$ cat config.mk
export PLATFORM = sky130hd
export DESIGN_NAME = multi_product_vend
export DESIGN_NICKNAME = d
export VERILOG_FILES = /design/src/rtl/vend_pkg.sv /design/src/rtl/vend_stock.sv /design/src/rtl/multi_product_vend.sv
export SDC_FILE = /design/constraint.sdc
export NUM_CORES = 1
export LEC_CHECK = 0
export ABC_AREA = 1
export ABC_CLOCK_PERIOD_IN_PS = 3300
export CAP_MARGIN = 20
export CORE_UTILIZATION = 50
export CTS_CLUSTER_DIAMETER = 120
export DETAILED_ROUTE_END_ITERATION = 16
export PLACE_DENSITY = 0.73
export SETUP_SLACK_MARGIN = 0.05
export SYNTH_ARGS = -nofsm -noshare
export SYNTH_HDL_FRONTEND = slang
export SYNTH_SLANG_ARGS = --single-unit
$ cat constraint.sdc
create_clock -name Clk -period 3.3 [get_ports Clk]
set_input_delay 0.66 -clock Clk [delete_from_list [all_inputs] [get_ports Clk]]
set_output_delay 0.66 -clock Clk [all_outputs]
set_load 0.005 [all_outputs]
$ cat src/rtl/vend_pkg.sv
// rtl/vend_pkg.sv - coin values, vending FSM state encoding and price-table lookup
package vend_pkg;

    localparam int unsigned COIN_Q = 25;
    localparam int unsigned COIN_D = 10;
    localparam int unsigned COIN_N = 5;

    typedef enum logic [1:0] {
        ST_IDLE   = 2'd0,
        ST_CREDIT = 2'd1,
        ST_VEND   = 2'd2,
        ST_CHANGE = 2'd3
    } vend_state_t;

    // Table is zero-extended to 256 bits so any N_PROD x CR_W up to 8 x 32 fits.
    function automatic logic [31:0] price_of(input logic [255:0] vec,
                                             input int unsigned  idx,
                                             input int unsigned  w);
        logic [255:0] sh;
        logic [32:0]  mask;
        sh   = vec >> (idx * w);
        mask = (33'd1 << w) - 33'd1;
        return sh[31:0] & mask[31:0];
    endfunction

endpackage

$ cat src/rtl/vend_stock.sv
// rtl/vend_stock.sv - per-product 4-bit stock counters with sold-out decode
module vend_stock #(
    parameter int N_PROD     = 4,
    parameter int STOCK_INIT = 3
) (
    input  logic                      Clk,
    input  logic                      Rst,
    input  logic                      Dec,
    input  logic [$clog2(N_PROD)-1:0] Idx,
    output logic [N_PROD-1:0]         SoldOut
);

    logic [3:0] stock [N_PROD];

    always_ff @(posedge Clk) begin
        if (!Rst) begin
            for (int i = 0; i < N_PROD; i++)
                stock[i] <= 4'(STOCK_INIT);
        end else if (Dec && (32'(Idx) < N_PROD) && (stock[Idx] != 4'd0)) begin
            stock[Idx] <= stock[Idx] - 4'd1;
        end
    end

    always_comb begin
        SoldOut = '0;
        for (int i = 0; i < N_PROD; i++)
            SoldOut[i] = (stock[i] == 4'd0);
    end

endmodule

$ cat src/rtl/multi_product_vend.sv
// rtl/multi_product_vend.sv - multi-product vending controller: credit, vend, change
module multi_product_vend
    import vend_pkg::*;
#(
    parameter int                     N_PROD     = 4,
    parameter int                     CR_W       = 8,
    parameter logic [N_PROD*CR_W-1:0] PRICE_VEC  = {8'd65, 8'd35, 8'd50, 8'd25},
    parameter int                     MAX_CREDIT = 100,
    parameter int                     STOCK_INIT = 3,
    parameter bit                     AUTO_VEND  = 1'b0
) (
    input  logic                      Clk,
    input  logic                      Rst,
    input  logic                      Q,
    input  logic                      D,
    input  logic                      N,
    input  logic [$clog2(N_PROD)-1:0] Sel,
    input  logic                      Buy,
    input  logic                      Cancel,
    output logic                      Candy,
    output logic [$clog2(N_PROD)-1:0] VendId,
    output logic [CR_W-1:0]           Change,
    output logic                      ChangeValid,
    output logic [CR_W-1:0]           Credit,
    output logic [N_PROD-1:0]         SoldOut,
    output logic                      CoinReject,
    output logic                      Deny
);

    vend_state_t                state;
    logic [CR_W-1:0]            price_q;
    logic [$clog2(N_PROD)-1:0]  sel_q;
    logic                       auto_hold;

    logic [CR_W-1:0] sel_price;
    logic [CR_W-1:0] coin_val;
    logic [CR_W:0]   coin_sum;
    logic [1:0]      n_coins;
    logic            buy_req;
    logic            vend_ok;
    logic            coin_ok;

    always_comb begin
        sel_price = CR_W'(price_of(256'(PRICE_VEC), 32'(Sel), 32'(CR_W)));
        coin_val  = '0;
        if (Q)      coin_val = CR_W'(COIN_Q);
        else if (D) coin_val = CR_W'(COIN_D);
        else if (N) coin_val = CR_W'(COIN_N);
        n_coins  = {1'b0, Q} + {1'b0, D} + {1'b0, N};
        coin_sum = {1'b0, Credit} + {1'b0, coin_val};
        // Auto mode stops retrying a sold-out product until credit or Sel changes.
        buy_req  = Buy || (AUTO_VEND && (state == ST_CREDIT) && (Credit >= sel_price) && !auto_hold);
        vend_ok  = (state == ST_CREDIT) && !Cancel && buy_req &&
                   (Credit >= sel_price) && !SoldOut[Sel];
        coin_ok  = (n_coins == 2'd1) && !buy_req && !Cancel &&
                   (coin_sum <= (CR_W+1)'(MAX_CREDIT));
    end

    vend_stock #(
        .N_PROD     (N_PROD),
        .STOCK_INIT (STOCK_INIT)
    ) u_stock (
        .Clk     (Clk),
        .Rst     (Rst),
        .Dec     (vend_ok),
        .Idx     (Sel),
        .SoldOut (SoldOut)
    );

    always_ff @(posedge Clk) begin
        if (!Rst) begin
            state       <= ST_IDLE;
            Credit      <= '0;
            Candy       <= 1'b0;
            VendId      <= '0;
            Change      <= '0;
            ChangeValid <= 1'b0;
            CoinReject  <= 1'b0;
            Deny        <= 1'b0;
            price_q     <= '0;
            sel_q       <= '0;
            auto_hold   <= 1'b0;
        end else begin
            Candy       <= 1'b0;
            Change      <= '0;
            ChangeValid <= 1'b0;
            CoinReject  <= 1'b0;
            Deny        <= 1'b0;
            sel_q       <= Sel;
            if (Sel != sel_q)
                auto_hold <= 1'b0;
            case (state)
                ST_IDLE, ST_CREDIT: begin
                    if ((state == ST_CREDIT) && Cancel) begin
                        state       <= ST_CHANGE;
                        Change      <= Credit;
                        ChangeValid <= 1'b1;
                        Credit      <= '0;
                    end else if (vend_ok) begin
                        state   <= ST_VEND;
                        Candy   <= 1'b1;
                        VendId  <= Sel;
                        price_q <= sel_price;
                    end else if (buy_req) begin
                        Deny      <= 1'b1;
                        auto_hold <= 1'b1;
                    end
                    if (coin_ok) begin
                        state     <= ST_CREDIT;
                        Credit    <= coin_sum[CR_W-1:0];
                        auto_hold <= 1'b0;
                    end else if (n_coins != 2'd0) begin
                        CoinReject <= 1'b1;
                    end
                end
                ST_VEND: begin
                    state       <= ST_CHANGE;
                    Change      <= Credit - price_q;
                    ChangeValid <= 1'b1;
                    Credit      <= '0;
                    CoinReject  <= (n_coins != 2'd0);
                end
                default: begin
                    state      <= ST_IDLE;
                    auto_hold  <= 1'b0;
                    CoinReject <= (n_coins != 2'd0);
                end
            endcase
        end
    end

endmodule
# After elaboration in Yosys (flattened, before gate mapping)
# Memory sizes are Yosys's and may differ from the RTL's.
# Cells that the tools add are included.
dict set report totals {
  reg_bits 32
  latch_bits 0
  ramBits 16
  mem_bits_ro 0
  in_bits 9
  output_inout_bits 26
  mem_count 1
}
# name depth width rd rd_clocked_by_memory_dff write_ports line
set memory_table {}
lappend memory_table {u_stock.stock 4 4 5 0 4 vend_stock.sv:13} ;# logic [3:0] stock [N_PROD];
dict set report classes {
  add_sub_neg 5
  multipliers 0
  n_div 0
  magnitude_cmp 3
  eq_ne 5
  n_shift 1
  n_mux 28
  bitwise_logic 3
  n_reduce_logical 26
}
# cell n
set ops {}
lappend ops {{$mux 8} 4}
lappend ops {{$pmux 8 s2} 2}
lappend ops {{$shr 31x5->8 const A} 1}
lappend ops {{$logic_not 4->1} 4}
lappend ops {{$mux 1} 12}
lappend ops {{$add 8x8->9} 1}
lappend ops {{$le 9x7->1 const B} 1}
lappend ops {{$logic_and 1x1->1} 9}
lappend ops {{$ge 8x8->1} 1}
lappend ops {{$mux 2} 4}
lappend ops {{$mux 4} 2}
lappend ops {{$reduce_or 4->1} 2}
lappend ops {{$sub 8x8->8} 1}
lappend ops {{$eq 2x1->1 const B} 2}
lappend ops {{$ne 4x3->1 const B} 1}
lappend ops {{$pmux 2 s2} 1}
lappend ops {{$reduce_bool 2->1} 2}
lappend ops {{$reduce_bool 4->1} 1}
lappend ops {{$sub 4x1->4 const B} 1}
lappend ops {{$logic_not 1->1} 3}
lappend ops {{$lt 2x3->1 const B} 1}
lappend ops {{$mux 3} 1}
lappend ops {{$ne 3x3->1 const B} 1}
lappend ops {{$not 1->1} 3}
lappend ops {{other kinds (10)} 10}

# Longest topological paths before layout
# Gate-level depths: netlist (run 1).
# An unclocked memory read counts as a cell.
dict set report logic_depth {
  depth_word 12
  mapped_depth 17
  ltp_nobuf 17
}

# Hierarchy
# From an unflattened synthesis (run 1), not the netlist that was laid out.
dict set report unflattened {
  hier_cells 410
  area_unflattened_um2 2956.6
}
# mod n_inst cells_per_inst area_per_inst_um2 seq_area_each_um2
set modules_own_cells {}
lappend modules_own_cells {multi_product_vend 1 300 2028.2 580.6}
lappend modules_own_cells {vend_stock 1 110 928.4 480.5}

# Least setup slack after synthesis (run 1)
# No wires, ideal clock.
dict set report synth_timing {
  path_type {input to register}
  startpoint {input Sel[0]}
  endpoint {memory u_stock.stock[0][0], enable pin}
  setup_time_ps 361
  arrival_ps 2210
  setup_slack_ps 729
  stages 12
  n_path_buf 0
  cell_sequence {inv_1 ha_1 xor2_1 o21ai_0 nand2_1 nand2_1 nand2_1 nand3_1 nand2_1 clkinv_2 nand2_1 o21ai_0}
}
# item line
set synth_lines {}
lappend synth_lines {{start: declaration} multi_product_vend.sv:17} ;# input logic [$clog2(N_PROD)-1:0] Sel,
lappend synth_lines {{end: declaration} vend_stock.sv:13}

==> results of run 1 <==
==> cell usage after synthesis (all sizes together) <==
cell	n	area share, %
o211ai	2	0.54
nor2	40	6.2
dfxtp	29	21
xnor2	1	0.32
edfxtp	16	17
inv	58	7.8
o21ai	21	3.8
nand3b	3	1.3
ha	19	8.6
xor2	5	1.6
or2	1	0.23
nand2	77	11
nor4	2	0.45
nor3	7	1.4
clkinv	3	0.50
o22ai	8	1.8
nand3	17	4.1
and3	1	0.23
o221ai	1	0.54
nand4	12	2.9
fa	3	2.2
buf	3	0.81
clkbuf	2	0.27
a21oi	30	5.4
==> metal layers <==
metal | vias up | wire, um
met4 | 0 | 71
met3 | 9 | 464
li1 | 1278 | -
met5 | - | 0
met1 | 1137 | 3390
met2 | 101 | 2830
==> sequential cells by signal, summed over array words and instances (netlist names) <==
name / flops
price_q: 5
Candy: 1
ChangeValid: 1
VendId: 2
Deny: 1
CoinReject: 1
Change: 8
state: 2
Credit: 8
u_stock.stock: 16
==> logic make-up after synthesis <==
family / after synthesis / share of synthesized area, %
XOR/XNOR: 6 / 1.89
flip-flops: 45 / 38.2
buffers and inverters: 66 / 9.42
AO/OA/AOI/OAI: 62 / 12.1
AND/OR/NAND/NOR: 160 / 27.7
adder cells (fa/ha/maj): 22 / 10.7
==> cell type report <==
class                   count  area, um^2
repair buffers             43         408
inverters                  61         231
well taps                  70        87.6
fillers                   466        1910
multi-input cells         250        1450
clock inverters             1        7.51
flip-flops and latches     45        1060
clock buffers               7        76.3
==> cells in the final DEF, fill, tap and decap left out, types with 2 or more instances in the layout <==
cell type	n
a21oi_1	30
buf_4	9
clkbuf_1	2
clkbuf_8	5
clkdlybuf4s50_1	34
clkinv_2	2
dfxtp_1	29
edfxtp_1	16
fa_1	3
ha_1	19
inv_1	56
inv_2	2
nand2_1	74
nand2_2	2
nand3_1	13
nand3_2	3
nand3b_1	2
nand4_1	11
nor2_1	33
nor2_2	6
nor3_1	6
nor4_1	2
o211ai_1	2
o21ai_0	21
o22ai_1	8
xor2_1	5
==> report_power, final <==
group          internal, mW  switching, mW
Clock                 0.150          0.180
Combinational        0.0687          0.107
Sequential            0.586         0.0121
Total                 0.804          0.298
==> metrics by stage <==
stage	setup WS, ns	total power, mW	instance area [um^2]
2_1_floorplan	0.729	0.720	2780
3_3_place_gp	0.109	0.781	3240
3_5_place_dp	0.0716	0.783	3240
4_1_cts	0.360	1.10	3330
5_1_grt	0.168	1.16	3330
6_report	0.332	1.10	3330
==> worst max-delay path: stages <==
cell and delay [ns]:
clkdlybuf4s50_1 0.59, inv_2 0.08, ha_1 0.36, xor2_1 0.18, o21ai_0 0.18, nand2_1 0.07
nand2_1 0.06, nand2_1 0.04, nand3_1 0.06, nand2_1 0.08, clkinv_2 0.10, nand2_1 0.13
o21ai_0 0.21, buf_4 0.17
==> worst max path at each step <==
stage                                      to   start  slack [ns]
after detailed placement  u_stock.stock[0][0]  Sel[1]        0.07
after CTS                 u_stock.stock[0][0]  Sel[1]        0.36
after global placement    u_stock.stock[0][0]  Sel[1]        0.11
after global routing      u_stock.stock[0][1]  Sel[1]        0.17
final                     u_stock.stock[0][2]  Sel[1]        0.33
after floorplan           u_stock.stock[0][0]  Sel[0]        0.73
==> metrics.md, run 1 <==
| Metric | Value |
|---|---|
| CP Launch Type | `primary input` |
| Core area | `5240 um^2` |
| Diode count | `0` |
| DRT iter0 DRCs | `195` |
| # Post-CTS Setup Buffers | `0` |
| Rows | `26` |
| Setup Skew | `roughly 0.013 ns` |
| Hold Path Depth | `2` |
| Post-detail-place hpwl | `5250 um` |
| Root Driver | `clkbuf_8` |
| Outcome | `completed` |
| Port bufs | `34` |
| Fmax | `0.337 GHz` |
| Final setup viols | `0` |
| CP endpoint kind | `flop` |
| FF-to-FF setup slack | `1.05 ns` |
| FF-to-FF Start | `Credit[1]` |
| Flops & latches, synth | `45` |
| Vias/cell | `5.29` |
| Hold path startpoint | `VendId[1]` |
| Synth-to-layout area growth | `19.8%` |
| Nets | `437` |
| Final worst-path cycle share | `89.9%` |
| Met3 GRT Util | `3.95%` |
| Setup_tns | `0 ns` |
| Die area | `5850 um^2` |
| Cells after synthesis | `~360` |
| H-tree levels | `2` |
| Reg2reg end | `Credit[0]` |
| RePlAce Congestion | `~0.90` |
| Static leakage | `1.45 nW` |
| Seq/Total Area, Yosys | `38.2%` |
| Starting Density | `roughly 53%` |
| CTS sink count | `45` |
| Reg2reg path depth | `11` |
| Mapped Area | `approximately 2800 um^2` |
| Hold_ws | `0.476 ns` |
| Overflow after GRT | `0` |
| Slew of the pin with the lowest slew margin | `0.505 ns` |
| Die extent in x | `76.5 um` |
| Worst IR Drop VDD | `between 150 and 200 uV` |
| Mapped Nets | `392` |
| CTS tree | `done` |
| Initial antenna violation count | `0` |
| CTS Hold Bufs | `0` |
| Worst Path Arrival | `around 3.0 ns` |
| Max_cap viols | `0` |
| Avg Cell Area, Syn | `7.69 um^2` |
| Fin cells | `between 400 and 500` |
| Cts repair resizes | `0` |
| Class of the worst hold path | `flop to flop` |
| Die Height | `approximately 77 um` |
| DR pass1 iterations | `5` |
| Clock slew at reported path FFs | `0.08 ns` |
| Fin. max-slew vios | `0` |
| Share of post-route cells with drive strength above 1 | `9.34%` |
| Crit path max fanout | `7` |
| RSZ-0062 raised after global routing | `no` |
| Rel. slew slack | `66.3%` |
| Vias in the first global route | `about 2.3k` |
| Clk buf depth | `2` |
| Distinct cells, synth | `37` |
| GRT met2 Usage | `35.0%` |
| Gr busiest metal | `met1` |
| Remaining DRCs | `0` |
| Clk Latency, worst-skew pair | `roughly 0.30 ns` |
| Post-Route WL | `6750 um` |
| Vias | `around 2.5k` |
| First-pass GRT wire length | `11200 um` |
| Pin count of the biggest net entering global routing | `14` |
| Worst EP required | `3.32 ns` |
| Period minus WS final | `approximately 3 ns` |
| Post-DR wirelength/cell | `14.2 um` |
| Antenna-violating nets left | `0` |
| Util after Layout | `63.5%` |
| Placed cell count | `469` |
| Hold endpoint | `VendId[1]` |
| Met1 Usage GRT | `37.3%` |
| Final Hold Viols | `0` |
| Pwr dens | `332 nW/um^2` |
| Top-Level Pins | `35` |
| YS warnings | `0` |
| Global Route Usage Sum | `approximately a quarter` |
| CTS Buf Count | `5` |
| Kind of critical path | `primary input to flop` |
Note: power is estimated with default switching activity, not from simulation.
==> run 2, diff against run 1 <==
--- a/config.mk
+++ b/config.mk
@@ -7,7 +7,6 @@
 export LEC_CHECK = 0
 export ABC_AREA = 1
 export ABC_CLOCK_PERIOD_IN_PS = 3300
-export CAP_MARGIN = 20
 export CORE_UTILIZATION = 50
 export CTS_CLUSTER_DIAMETER = 120
 export DETAILED_ROUTE_END_ITERATION = 16
==> results of run 2 <==
Final layout, timing and power as in run 1 (identical DEF).
